`src/rtl/fft_pkg.sv`:
```
// Shared constants, state type and latency helper for the FFT stage sequencer.
package fft_pkg;

  localparam int N_LOG2_DEF   = 4;
  localparam int BFLY_LAT_DEF = 2;
  localparam int RD_LAT_DEF   = 1;

  typedef enum logic [1:0] {
    ST_IDLE  = 2'd0,
    ST_RUN   = 2'd1,
    ST_DRAIN = 2'd2,
    ST_DONE  = 2'd3
  } seq_state_e;

  // Cycles from a read strobe to the matching write-back.
  function automatic int pipe_lat(input int rd_lat, input int bfly_lat);
    return rd_lat + bfly_lat;
  endfunction

endpackage

```
`src/rtl/fft_addr_delay.sv`:
```
// Fixed-depth shift register carrying a valid bit plus payload; valid is
// clearable synchronously and by async reset, with an intermediate valid tap.
module fft_addr_delay
  import fft_pkg::*;
#(
  parameter int DEPTH = 3,
  parameter int WIDTH = 8,
  parameter int TAP   = 1
) (
  input  logic             clk_i,
  input  logic             rst_ni,
  input  logic             clr_i,
  input  logic             valid_i,
  input  logic [WIDTH-1:0] data_i,
  output logic             tap_valid_o,
  output logic             valid_o,
  output logic [WIDTH-1:0] data_o
);

  logic [DEPTH-1:0] vld_q;
  logic [WIDTH-1:0] dat_q [DEPTH];

  always_ff @(posedge clk_i or negedge rst_ni) begin
    if (!rst_ni) begin
      vld_q <= '0;
      for (int i = 0; i < DEPTH; i++) dat_q[i] <= '0;
    end else begin
      for (int i = DEPTH - 1; i > 0; i--) begin
        vld_q[i] <= vld_q[i-1] & ~clr_i;
        dat_q[i] <= dat_q[i-1];
      end
      vld_q[0] <= valid_i & ~clr_i;
      dat_q[0] <= data_i;
    end
  end

  assign tap_valid_o = vld_q[TAP-1];
  assign valid_o     = vld_q[DEPTH-1];
  assign data_o      = dat_q[DEPTH-1];

endmodule

```
`src/rtl/fft_stage_sequencer.sv`:
```
// Radix-2 DIT FFT stage/butterfly scheduler with read/write address and twiddle
// generation. Optional issue gate: define FFT_SEQ_HOLD_EN to add hold_i.
//
// state    | meaning
// ST_IDLE  | waiting for start_i
// ST_RUN   | issuing one butterfly per cycle (k = 0..N/2-1)
// ST_DRAIN | waiting PIPE_LAT cycles for the stage's writes to land
// ST_DONE  | one-cycle completion pulse
module fft_stage_sequencer
  import fft_pkg::*;
#(
  parameter int N_LOG2   = N_LOG2_DEF,
  parameter int BFLY_LAT = BFLY_LAT_DEF,
  parameter int RD_LAT   = RD_LAT_DEF
) (
  input  logic                       clk_i,
  input  logic                       rst_ni,
  input  logic                       start_i,
`ifdef FFT_SEQ_HOLD_EN
  input  logic                       hold_i,
`endif
  output logic                       busy_o,
  output logic                       done_o,
  output logic                       rd_en_o,
  output logic [N_LOG2-1:0]          rd_addr_a_o,
  output logic [N_LOG2-1:0]          rd_addr_b_o,
  output logic [N_LOG2-2:0]          twiddle_index_o,
  output logic                       bfly_valid_o,
  output logic                       wr_en_o,
  output logic [N_LOG2-1:0]          wr_addr_a_o,
  output logic [N_LOG2-1:0]          wr_addr_b_o,
  output logic [$clog2(N_LOG2)-1:0]  stage_o
);

  localparam int PIPE_LAT = pipe_lat(RD_LAT, BFLY_LAT);
  localparam int KW       = N_LOG2 - 1;
  localparam int SW       = $clog2(N_LOG2);
  localparam int DW       = $clog2(PIPE_LAT + 1);

  localparam logic [KW-1:0] K_LAST     = '1;
  localparam logic [SW-1:0] STAGE_LAST = SW'(N_LOG2 - 1);
  localparam logic [SW-1:0] TW_TOP     = SW'(KW);
  localparam logic [DW-1:0] DRAIN_LOAD = DW'(PIPE_LAT - 1);

  seq_state_e    state_q, state_d;
  logic [KW-1:0] k_q, k_d;
  logic [SW-1:0] stage_q, stage_d;
  logic [DW-1:0] drain_q, drain_d;
  logic          hold_w;
  logic          issue;
  logic          busy;
  logic          done;

`ifdef FFT_SEQ_HOLD_EN
  assign hold_w = hold_i;
`else
  assign hold_w = 1'b0;
`endif

  always_ff @(posedge clk_i or negedge rst_ni) begin
    if (!rst_ni) begin
      state_q <= ST_IDLE;
      k_q     <= '0;
      stage_q <= '0;
      drain_q <= '0;
    end else begin
      state_q <= state_d;
      k_q     <= k_d;
      stage_q <= stage_d;
      drain_q <= drain_d;
    end
  end

  always_comb begin
    state_d = state_q;
    k_d     = k_q;
    stage_d = stage_q;
    drain_d = drain_q;
    issue   = 1'b0;
    busy    = 1'b0;
    done    = 1'b0;
    unique case (state_q)
      ST_IDLE: begin
        if (start_i) begin
          state_d = ST_RUN;
          k_d     = '0;
          stage_d = '0;
        end
      end
      ST_RUN: begin
        busy = 1'b1;
        if (!hold_w) begin
          issue = 1'b1;
          if (k_q == K_LAST) begin
            state_d = ST_DRAIN;
            k_d     = '0;
            drain_d = DRAIN_LOAD;
          end else begin
            k_d = k_q + 1'b1;
          end
        end
      end
      ST_DRAIN: begin
        busy = 1'b1;
        if (drain_q == '0) begin
          if (stage_q == STAGE_LAST) begin
            state_d = ST_DONE;
          end else begin
            state_d = ST_RUN;
            stage_d = stage_q + 1'b1;
          end
        end else begin
          drain_d = drain_q - 1'b1;
        end
      end
      ST_DONE: begin
        busy    = 1'b1;
        done    = 1'b1;
        state_d = ST_IDLE;
        stage_d = '0;
      end
      default: state_d = ST_IDLE;
    endcase
  end

  // Address a inserts a zero at bit s of k; bit s of a is then always clear,
  // so OR-ing in the span is the same as adding it.
  logic [N_LOG2-1:0] kx, amask, addr_a, addr_b;
  logic [KW-1:0]     pos;
  logic [KW-1:0]     twiddle;
  logic [SW-1:0]     tw_sh;

  always_comb begin
    kx      = {1'b0, k_q};
    amask   = ~({N_LOG2{1'b1}} << stage_q);
    addr_a  = ((kx & ~amask) << 1) | (kx & amask);
    addr_b  = addr_a | (N_LOG2'(1) << stage_q);
    pos     = k_q & amask[KW-1:0];
    tw_sh   = TW_TOP - stage_q;
    twiddle = pos << tw_sh;
  end

  assign rd_en_o         = issue;
  assign rd_addr_a_o     = issue ? addr_a  : '0;
  assign rd_addr_b_o     = issue ? addr_b  : '0;
  assign twiddle_index_o = issue ? twiddle : '0;
  assign busy_o          = busy;
  assign done_o          = done;
  assign stage_o         = stage_q;

  fft_addr_delay #(
    .DEPTH (PIPE_LAT),
    .WIDTH (2 * N_LOG2),
    .TAP   (RD_LAT)
  ) u_delay (
    .clk_i       (clk_i),
    .rst_ni      (rst_ni),
    .clr_i       (state_q == ST_IDLE),
    .valid_i     (issue),
    .data_i      ({rd_addr_a_o, rd_addr_b_o}),
    .tap_valid_o (bfly_valid_o),
    .valid_o     (wr_en_o),
    .data_o      ({wr_addr_a_o, wr_addr_b_o})
  );

endmodule
```
`config.mk`:
```
export PLATFORM = sky130hd
export DESIGN_NAME = fft_stage_sequencer
export DESIGN_NICKNAME = d
export VERILOG_FILES = /design/src/rtl/fft_pkg.sv /design/src/rtl/fft_addr_delay.sv /design/src/rtl/fft_stage_sequencer.sv
export SDC_FILE = /design/constraint.sdc
export NUM_CORES = 1
export LEC_CHECK = 0
export CORE_UTILIZATION = 50
export CTS_CLUSTER_SIZE = 25
export DETAILED_ROUTE_END_ITERATION = 6
export PLACE_DENSITY = 0.78
export SYNTH_ARGS = -nofsm -noshare
export SYNTH_HDL_FRONTEND = slang
export SYNTH_SLANG_ARGS = --single-unit
```
`constraint.sdc`:
```
create_clock -name clk_i -period 1.9 [get_ports clk_i]
set_input_delay 0.38 -clock clk_i [delete_from_list [all_inputs] [get_ports clk_i]]
set_output_delay 0.38 -clock clk_i [all_outputs]
set_load 0.005 [all_outputs]
```
---- Word level (Yosys, flattened, before mapping) ----
Cells that the tools add are included.
storage, ports and cells
  register bits after elaboration ......... 36
  bits of input ports ..................... 3
  output and inout port bits .............. 26
  word-level logic and storage cells ...... 66
operators by class
  add/subtract/negate cells ............... 4
  equal/unequal tests ..................... 10
  shift-type cells ........................ 3
  mux-type cells .......................... 20
  bitwise logic cells ..................... 11
  reduce and logical (&&, ||, !) cells .... 10
operators with widths
  kind                                                                count
  2-bit two-way mux                                                   8
  2-bit inequality test (second input constant)                       5
  3-bit two-way mux                                                   3
  4-bit two-way mux                                                   2
  4-bit OR                                                            2
  2-bit one-hot mux with 4 select lines                               1
  3-bit AND                                                           2
  2-bit == test (second input constant)                               3
  2-bit one-hot mux with 3 select lines                               1
  3-bit one-hot mux with 2 select lines                               1
  3-bit AND reduction                                                 2
  3-bit by 4-bit AND with 4-bit output                                1
  2-bit logical NOT                                                   2
  4-bit NOT                                                           1
  2-bit one-hot mux with 2 select lines                               1
  4-bit AND reduction                                                 1
  2-bit nonzero test                                                  2
  1-bit by 2-bit << shifter with 4-bit output (first input constant)  1
  4-bit by 2-bit << shifter with 4-bit output (first input constant)  1
  3-bit by 1-bit adder with 3-bit output (second input constant)      1
  1-bit AND                                                           3
  3-bit == test (second input constant)                               1
  1-bit two-way mux                                                   3
  3-bit NOT                                                           1
  9 further kinds                                                     9

---- Logic depth before layout (Yosys ltp) ----
Gate-level depths: netlist (run 1).
  depth after elaboration ................. 7
  depth in mapped cells ................... 5
  depth with buffers taken out ............ 5

---- By module ----
From an unflattened synthesis (run 1), not the netlist that was laid out.
second synthesis, totals
  cells, all modules ...................... 117
  area total of the unflattened synthesis .. 1448.9 µm²
by module, submodules not included
  module               times used  cells each  area an instance (µm²)  seq. area each (µm²)
  fft_addr_delay       1           38          754.5                   675.6
  fft_stage_sequencer  1           79          694.4                   225.2

---- Worst setup path after synthesis (run 1) ----
Ideal clock, no wire load.
  path kind ............................... reg2out
  from .................................... register stage_q[0], in the netlist stage_o[0]
  to ...................................... output twiddle_index_o[2]
  data arrival time ....................... 1.254 ns
  required time ........................... 1.520 ns
  path slack .............................. 0.266 ns
  stages on the path, launching flop included .. 6
  buffers on the path ..................... 0
  cells stage by stage .................... dfrtp_1 > inv_1 > ha_1 > and3b_1 > o21ai_0 > a31oi_1
between the ends
  word-level cells in the longest chain between the ends .. 5
  elaborated cells between the ends (all ways) .. 6
  classes of those cells .................. 1 x add/sub; 2 x shift; 1 x mux; 2 x bitwise
RTL lines
  what                                           line                        RTL
  start: declaration                             fft_stage_sequencer.sv:47   logic [SW-1:0] stage_q, stage_d;
  start signal: assignment                       fft_stage_sequencer.sv:69   stage_q <= stage_d;
  4-bit by 2-bit << shifter with 4-bit output    fft_stage_sequencer.sv:135  amask = ~({N_LOG2{1'b1}} << stage_q);
  4-bit NOT                                      fft_stage_sequencer.sv:135
  3-bit AND                                      fft_stage_sequencer.sv:138  pos = k_q & amask[KW-1:0];
  3-bit by 2-bit << shifter with 3-bit output *  fft_stage_sequencer.sv:140  twiddle = pos << tw_sh;
  3-bit two-way mux *                            fft_stage_sequencer.sv:146  assign twiddle_index_o = issue ? twiddle : '0;
  end: declaration                               fft_stage_sequencer.sv:27   output logic [N_LOG2-2:0] twiddle_index_o,
Every way passes the cells marked *; elsewhere a longest branch is shown, timed or not.

---- Worst setup path in the final report (run 1) ----
  from .................................... register stage_q[1], in the netlist stage_o[1]
  to ...................................... output twiddle_index_o[2]
Same word-level chain as after synthesis.

==> results of run 1 <==
-- final timing paths --
kind                                             startpoint                     endpoint  cells after the start
worst min-delay path            u_delay.dat_q[23]$_DFF_PN0_  u_delay.dat_q[15]$_DFF_PN0_                      0
min in group asynchronous                            rst_ni  u_delay.dat_q[16]$_DFF_PN0_                      2
worst min register to register  u_delay.dat_q[23]$_DFF_PN0_  u_delay.dat_q[15]$_DFF_PN0_                      0
worst max register to register       stage_o[1]$_DFFE_PN0P_       stage_o[1]$_DFFE_PN0P_                      7
worst max-delay path                 stage_o[1]$_DFFE_PN0P_           twiddle_index_o[2]                      7
max in group asynchronous                            rst_ni   u_delay.vld_q[1]$_DFF_PN0_                      2
-- synthesized netlist by cell type, drive strengths merged (2+ instances only) --
library cell  instances
a22oi                 2
a22o                  2
ha                    7
and2b                 2
a21oi                 6
dfrtp                36
buf                  11
and2                  3
o2bb2ai               2
nor2                  8
and3                  2
inv                  10
nand2b                3
nand2                 5
o22ai                 2
o21ai                 4
-- metrics by stage --
step | hold slack, ns | std cells | setup TNS (ns)
CTS | 0.360 | 194 | -0.279
global placement | 0.331 | 174 | -0.120
floorplan | 0.0844 | 116 | 0
global route | 0.357 | 199 | -0.987
finish | 0.354 | 199 | -0.570
detailed placement | 0.335 | 174 | -0.469
-- area by class of cell --
cell class	instances	area (um^2)	area share (%)
Sequential cell	36	901	45.0
Multi-Input combinational cell	59	500	25.0
Timing Repair Buffer	55	464	23.2
Clock buffer	6	51.3	2.56
Tap cell	31	38.8	1.94
Inverter	10	37.5	1.87
Clock inverter	2	10.0	0.500
-- state kept, by name, indices dropped and copies added, names as in the netlist --
| register | flops |
|---|---|
| stage_o | 2 |
| drain_q | 2 |
| k_q | 3 |
| u_delay.data_o | 8 |
| state_q | 2 |
| u_delay.dat_q | 16 |
| u_delay.vld_q | 3 |
-- kinds of logic after synthesis --
logic type,after synthesis,synth area share [%]
buffers and inverters,21,8.28
and+or+nand+nor,28,11.5
xor gates and xnor gates,1,0.610
AOI/OAI and AO/OA,22,10.0
muxes,1,0.697
DFF,36,62.8
adders and majority gates,7,6.10
-- worst max-delay path, cell delays in order, from the launching register on --
cell	delay, ns
sky130_fd_sc_hd__dfrtp_1	0.42
sky130_fd_sc_hd__inv_2	0.07
sky130_fd_sc_hd__ha_4	0.17
sky130_fd_sc_hd__and3b_1	0.23
sky130_fd_sc_hd__buf_4	0.12
sky130_fd_sc_hd__o21ai_2	0.04
sky130_fd_sc_hd__a31oi_1	0.13
sky130_fd_sc_hd__buf_2	0.13
-- routing by layer --
metal  GRT usage, %  routed length (um)  share of wire, %  vias up
li1               -                   -                 -      481
met1           22.5                1210                41      500
met2           34.1                1570                53       29
met3           4.88                  96               3.2        8
met4           11.4                  74               2.5        0
met5              0                   0                 0        -
-- power groups by stage --
stage | sequential (W) | clock, W | combinational, W
2_1_floorplan | 0.00115 | 0 | 0.000514
3_3_place_gp | 0.00116 | 0 | 0.000887
3_5_place_dp | 0.00118 | 0 | 0.000908
4_1_cts | 0.00118 | 0.000433 | 0.000991
5_1_grt | 0.00121 | 0.000460 | 0.00120
6_report | 0.00118 | 0.000427 | 0.00111
-- what timing repair did --
item / CTS / global route
endpoints found under the setup margin: 14 / 12
pin swaps: 8 / 4
resized for setup: 45 / 19
buffers inserted: 12 / 5
gates cloned: 0 / 0
==> results by group, run 1 <==
Finish
  • Commonest cells after routing, fill and taps aside: sky130_fd_sc_hd__dfrtp_1 (36), sky130_fd_sc_hd__buf_4 (21), sky130_fd_sc_hd__clkdlybuf4s50_1 (14), sky130_fd_sc_hd__inv_1 (7), sky130_fd_sc_hd__buf_6 (7)
  • Fill cells: 181
  • Area of all placed cells without fillers: 2000 um^2
  • Synthesis-to-layout area growth: 39.6%
  • Layout Nets: 177
  • Antenna cells: 0
  • Final standard cell utilization of the core: 73.3%
  • Commonest non-fill, non-tap cell in the layout: sky130_fd_sc_hd__dfrtp_1
  • Fraction of final layout cells with drive strength greater than 1: 39.3%

Detailed routing
  • Number of detailed-routing iterations run before antenna repair: 4
  • Total wire length after detailed routing: 2960 um
  • Detailed Route Iter0 Violations: 20
  • Detailed-route via count: 1,018
  • DRC violations left: 0
  • Wire length per cell: 14.9 um
  • DR vias/cell: 5.12
  • ANT nets after route: 0

Synth
  • Synthesis-stage register bit count: 36
  • Mean instance size in the synthesized netlist: 12.4 um^2
  • Biggest area consumer among synthesized cells: sky130_fd_sc_hd__dfrtp_1
  • Number of different library cells in the post-synthesis netlist: 32
  • Post-synthesis instance total: 116
  • Portion of synthesized cell area occupied by the leading cell type: 62.8%
  • Largest cells by area after synthesis: sky130_fd_sc_hd__dfrtp_1 (63%), sky130_fd_sc_hd__ha_1 (6.1%), sky130_fd_sc_hd__buf_4 (4.2%)
  • Sequential area share after synthesis: 62.8%
  • Commonest register cell after synthesis: sky130_fd_sc_hd__dfrtp_1
  • Number of enable flip-flop cells after synthesis: 0
  • Proportion of synthesized flip-flops having asynchronous set or reset: 100%
  • Post-Syn Nets: 126
  • Post-synthesis cell area: 1440 um^2
  • Yosys warning total: 0

Placement
  • Post-place instance area: 1750 um^2
  • Count of buffers from port buffering: 28
  • Worst Setup Slack post-DPL: -0.153 ns
  • RePlAce Congestion: 0.809
  • Detailed placement HPWL: 1690 um

Power and ir drop
  • Combinational cell fraction of total power: 40.9%
  • Sequential power share: 43.5%
  • Switching power: 0.000863 W
  • Pwr Total: 0.00272 W
  • Clock power frac: 15.7%
  • Leakage power figure: 0.975 nW
  • VDD IR max: 0.000889 V
  • Pwr dens: 1360 nW/um^2
  • Switching share of power: 31.7%
  • Internal power summed over all cells: 0.00186 W

Floorplan
  • Initial cell density of the core: 52.5%
  • Floorplan Core Area: 2730 um^2
  • Standard-cell rows: 19
  • Die area: 3090 um^2
  • Vertical die dimension: 55.6 um
  • Top-level I/O count: 29
  • Chip Width: 55.6 um

GRT
  • Largest net degree at the start of global routing: 37
  • Vias in the first global route: 994
  • GR Overflow Total: 0
  • Initial antenna violation count: 0
  • Total routing resource utilization after global routing: 19.8%
  • Global-route wire length before repair: 4490 um

Clocking
  • Clock root cell: sky130_fd_sc_hd__clkbuf_4
  • Clock slew seen by the registers of the worst setup and hold paths: 0.12 ns
  • Clock sink total: 36
  • Total clock buffers created by CTS: 5
  • Longest Clk Path Bufs: 2
  • CTS tree: built
  • CTS hold repair buffers: 0
  • Clock latency on the worst-skew pair: 0.34 ns
  • H-tree Lvls: 2

Worst setup path
  • Required @ worst endpoint: 1.52 ns
  • CP Capture Type: primary output
  • Worst-case register-to-register setup slack: 0.26 ns
  • Max Fanout on Critical Path: 4
  • Arrival time reported for the critical path endpoint: 1.67 ns
  • Startpoint type of the worst setup path: flip-flop
  • Setup Crit Path Kind: flip-flop to primary output

Timing
  • Count of pins over their slew limit: 0
  • Final count of negative-setup-slack endpoints: 9
  • Hold Violations, Final: 0
  • RSZ-0062 raised after global routing: true
  • Minimum clock period: 2.05 ns
  • Max transition margin: 71.1%
  • Setup Skew: 0.0157 ns
  • Max Clk Rate: 488 MHz
  • Worst path setup slack after routing: -0.149 ns
  • Worst-Margin Slew: 0.433 ns
  • Final critical-path share of the clock period: 108%

Outcome
  • Outcome: complete, but fails checks
  • Failing checks: setup timing

Flow run
  • Max-capacitance violation count: 0

Hold path
  • Worst hold path type: flip-flop to flip-flop
Power figures use the tool's default switching activity.
==> inputs of run 2 (changes only) <==
--- a/config.mk
+++ b/config.mk
@@ -5,6 +5,7 @@
 export SDC_FILE = /design/constraint.sdc
 export NUM_CORES = 1
 export LEC_CHECK = 0
+export CORE_ASPECT_RATIO = 1.5
 export CORE_UTILIZATION = 50
 export CTS_CLUSTER_SIZE = 25
 export DETAILED_ROUTE_END_ITERATION = 6
==> run 2 against run 1 <==
The flow still finishes with violations (setup timing); final cell count up 5.5%; sequential cell count unchanged; clock skew down 0.0057 ns; first-iteration DRC count up 15%; die area up 0.14%; core utilization up 3.5 points; worst hold slack worse by 0.0055 ns; via count up 1.4%; global-route usage up 1.1 points; sequential power about the same; total power up 12%; combinational power up 9.9%.
==> results by group, run 2 (synthesis results as in run 1) <==
GRT
  • Largest net degree at the start of global routing: 37 (unchanged)
  • Vias in the first global route: 937 (-5.7%)
  • Total routing resource utilization after global routing: 21.0% (+1.1 points)
  • Initial antenna violation count: 0 (unchanged)
  • GR Overflow Total: 0 (unchanged)
  • Global-route wire length before repair: 4470 um (-0.31%)

Detailed routing
  • Total wire length after detailed routing: 3020 um (+2.2%)
  • DRC violations left: 0 (unchanged)
  • DR vias/cell: 4.91 (-3.9%)
  • Detailed Route Iter0 Violations: 23 (+15%)
  • Wire length per cell: 14.4 um (-3.2%)
  • Detailed-route via count: 1,032 (+1.4%)
  • ANT nets after route: 0 (unchanged)
  • Number of detailed-routing iterations run before antenna repair: 4 (unchanged)

Finish
  • Fill cells: 178 (-1.7%)
  • Biggest register: u_delay.dat_q
  • Antenna cells: 0 (unchanged)
  • Synthesis-to-layout area growth: 44.7%
  • Area of all placed cells without fillers: 2080 um^2 (+3.7%)
  • Fraction of final layout cells with drive strength greater than 1: 38.2% (-1.1 points)
  • Seq. cell area: 901 um^2 (unchanged)
  • Layout Nets: 182 (+2.8%)
  • Commonest cells after routing, fill and taps aside: sky130_fd_sc_hd__dfrtp_1 (36), sky130_fd_sc_hd__buf_4 (26), sky130_fd_sc_hd__clkdlybuf4s50_1 (15), sky130_fd_sc_hd__inv_1 (7)
  • Flip-flop count of the largest register, all copies and words added: 16 (unchanged)
  • Multi-input gate area: 479 um^2 (-4.2%)
  • Commonest non-fill, non-tap cell in the layout: sky130_fd_sc_hd__dfrtp_1

Floorplan
  • Floorplan Core Area: 2710 um^2 (-1.1%)
  • Chip Width: 45.7 um (-18%)
  • Vertical die dimension: 67.6 um (+22%)
  • Standard-cell rows: 23 (+4)
  • Die area: 3090 um^2 (+0.14%)
  • Initial cell density of the core: 53.1% (+0.56 points)
  • Top-level I/O count: 29 (unchanged)

Timing
  • Max transition margin: 71.7% (+0.55 points)
  • Worst path setup slack after routing: -0.0207 ns (+0.128 ns)
  • RSZ-0062 raised after global routing: true
  • Final count of negative-setup-slack endpoints: 2 (-7)
  • Count of pins over their slew limit: 0 (unchanged)
  • Final critical-path share of the clock period: 101% (-6.7 points)
  • Setup Skew: 0.00994 ns (-0.00574 ns)
  • Hold Violations, Final: 0 (unchanged)
  • Worst-Margin Slew: 0.425 ns (-0.00826 ns)
  • Minimum clock period: 1.92 ns (-0.128 ns)
  • Smallest hold slack: 0.348 ns (-0.00550 ns)
  • Max Clk Rate: 521 MHz (+6.7%)
  • Total negative slack for setup checks: -0.0328 ns (+0.537 ns)

Clocking
  • Clock sink total: 36 (unchanged)
  • Total clock buffers created by CTS: 5 (unchanged)
  • Clock latency on the worst-skew pair: 0.28 ns (-0.06 ns)
  • Clock root cell: sky130_fd_sc_hd__clkbuf_8
  • H-tree Lvls: 2 (unchanged)
  • CTS tree: built
  • Longest Clk Path Bufs: 2 (unchanged)
  • Clock slew seen by the registers of the worst setup and hold paths: 0.07 ns (-0.05 ns)
  • CTS hold repair buffers: 0 (unchanged)

Flow run
  • Max-capacitance violation count: 0 (unchanged)

Worst setup path
  • Highest-delay cell along the critical path: sky130_fd_sc_hd__dfrtp_1
  • Critical Path, Cell by Cell: inv_2, ha_4, buf_6, nand2b_4, o21ai_2, and3_1, buf_2
  • Arrival time reported for the critical path endpoint: 1.54 ns (-0.13 ns)
  • Setup Crit Path Kind: flip-flop to primary output
  • Startpoint type of the worst setup path: flip-flop
  • Max Fanout on Critical Path: 3 (-1)
  • Required @ worst endpoint: 1.52 ns (about the same)
  • Crit path largest cell delay: 0.39 ns (-0.03 ns)
  • CP Capture Type: primary output

Power and ir drop
  • Pwr dens: 1470 nW/um^2 (+7.9%)
  • VDD IR max: 0.00100 V (+12%)
  • Leakage power figure: 1.03 nW (+5.4%)

Hold path
  • Worst hold path type: flip-flop to flip-flop

Placement
  • Count of buffers from port buffering: 28 (unchanged)
  • Worst Setup Slack post-DPL: -0.212 ns (-0.0598 ns)
  • RePlAce Congestion: 0.768 (-5.0%)
  • Post-place instance area: 1750 um^2 (unchanged)
  • Detailed placement HPWL: 1720 um (+1.5%)

Outcome
  • Outcome: complete, but fails checks
  • Failing checks: setup timing
-- run 2: layer usage --
layer | share of wire [%] | global-route usage (%) | up-vias
met4 | 1.9 | 14.0 | 0
met5 | 0 | 0 | -
met1 | 41 | 24.1 | 506
met2 | 53 | 33.6 | 32
met3 | 3.7 | 5.35 | 6
li1 | - | - | 488
-- run 2: per-stage QoR --
step / util (%) / std cells / power (W)
after floorplan: - / 116 / 0.00166
after detailed placement: 64.6 / 179 / 0.00208
after CTS: 74.3 / 203 / 0.00293
final: 76.8 / 210 / 0.00304
after global placement: 64.6 / 179 / 0.00203
after global routing: 76.8 / 210 / 0.00323
-- run 2: path summary, 6_finish.rpt --
kind                                                   from                     endpoint  slack [ns]  cells after the start
worst min register to register  u_delay.dat_q[23]$_DFF_PN0_  u_delay.dat_q[15]$_DFF_PN0_        0.35                      0
worst min-delay path            u_delay.dat_q[23]$_DFF_PN0_  u_delay.dat_q[15]$_DFF_PN0_        0.35                      0
worst max register to register       stage_o[0]$_DFFE_PN0P_  u_delay.dat_q[17]$_DFF_PN0_        0.07                     11
worst max-delay path                 stage_o[0]$_DFFE_PN0P_           twiddle_index_o[1]       -0.02                      7
min in group asynchronous                            rst_ni           k_q[0]$_DFFE_PN0P_        0.50                      2
max in group asynchronous                            rst_ni  u_delay.data_o[3]$_DFF_PN0_        1.09                      2
-- run 2: cell type report --
class | instances | share of cell area, %
multi-input combinational | 59 | 23.1
clock inverter | 2 | 1.69
inverter | 10 | 1.93
clock buffer | 6 | 3.49
sequential | 36 | 43.4
timing repair buffer | 60 | 24.2
tap | 37 | 2.23
-- run 2: report_power, final --
group | internal (W) | switching, W | total (W)
Combinational | 0.000728 | 0.000491 | 0.00122
Sequential | 0.00104 | 0.000144 | 0.00118
Clock | 0.000389 | 0.000256 | 0.000645
Total | 0.00215 | 0.000891 | 0.00304
-- run 2: worst max-delay path: cells and delay by family (launching register included) --
kind / cells / cell delay [ns]
buffers and inverters: 3 / 0.29
AND/OR/NAND/NOR: 2 / 0.30
flip-flops: 1 / 0.39
AO/OA/AOI/OAI: 1 / 0.12
adder cells (fa/ha/maj): 1 / 0.17
-- run 2: repair_timing --
action	4_1_cts	5_1_grt
buffers inserted	18	10
gates resized for setup	48	14
setup endpoints to repair	13	11
pin swaps	11	7
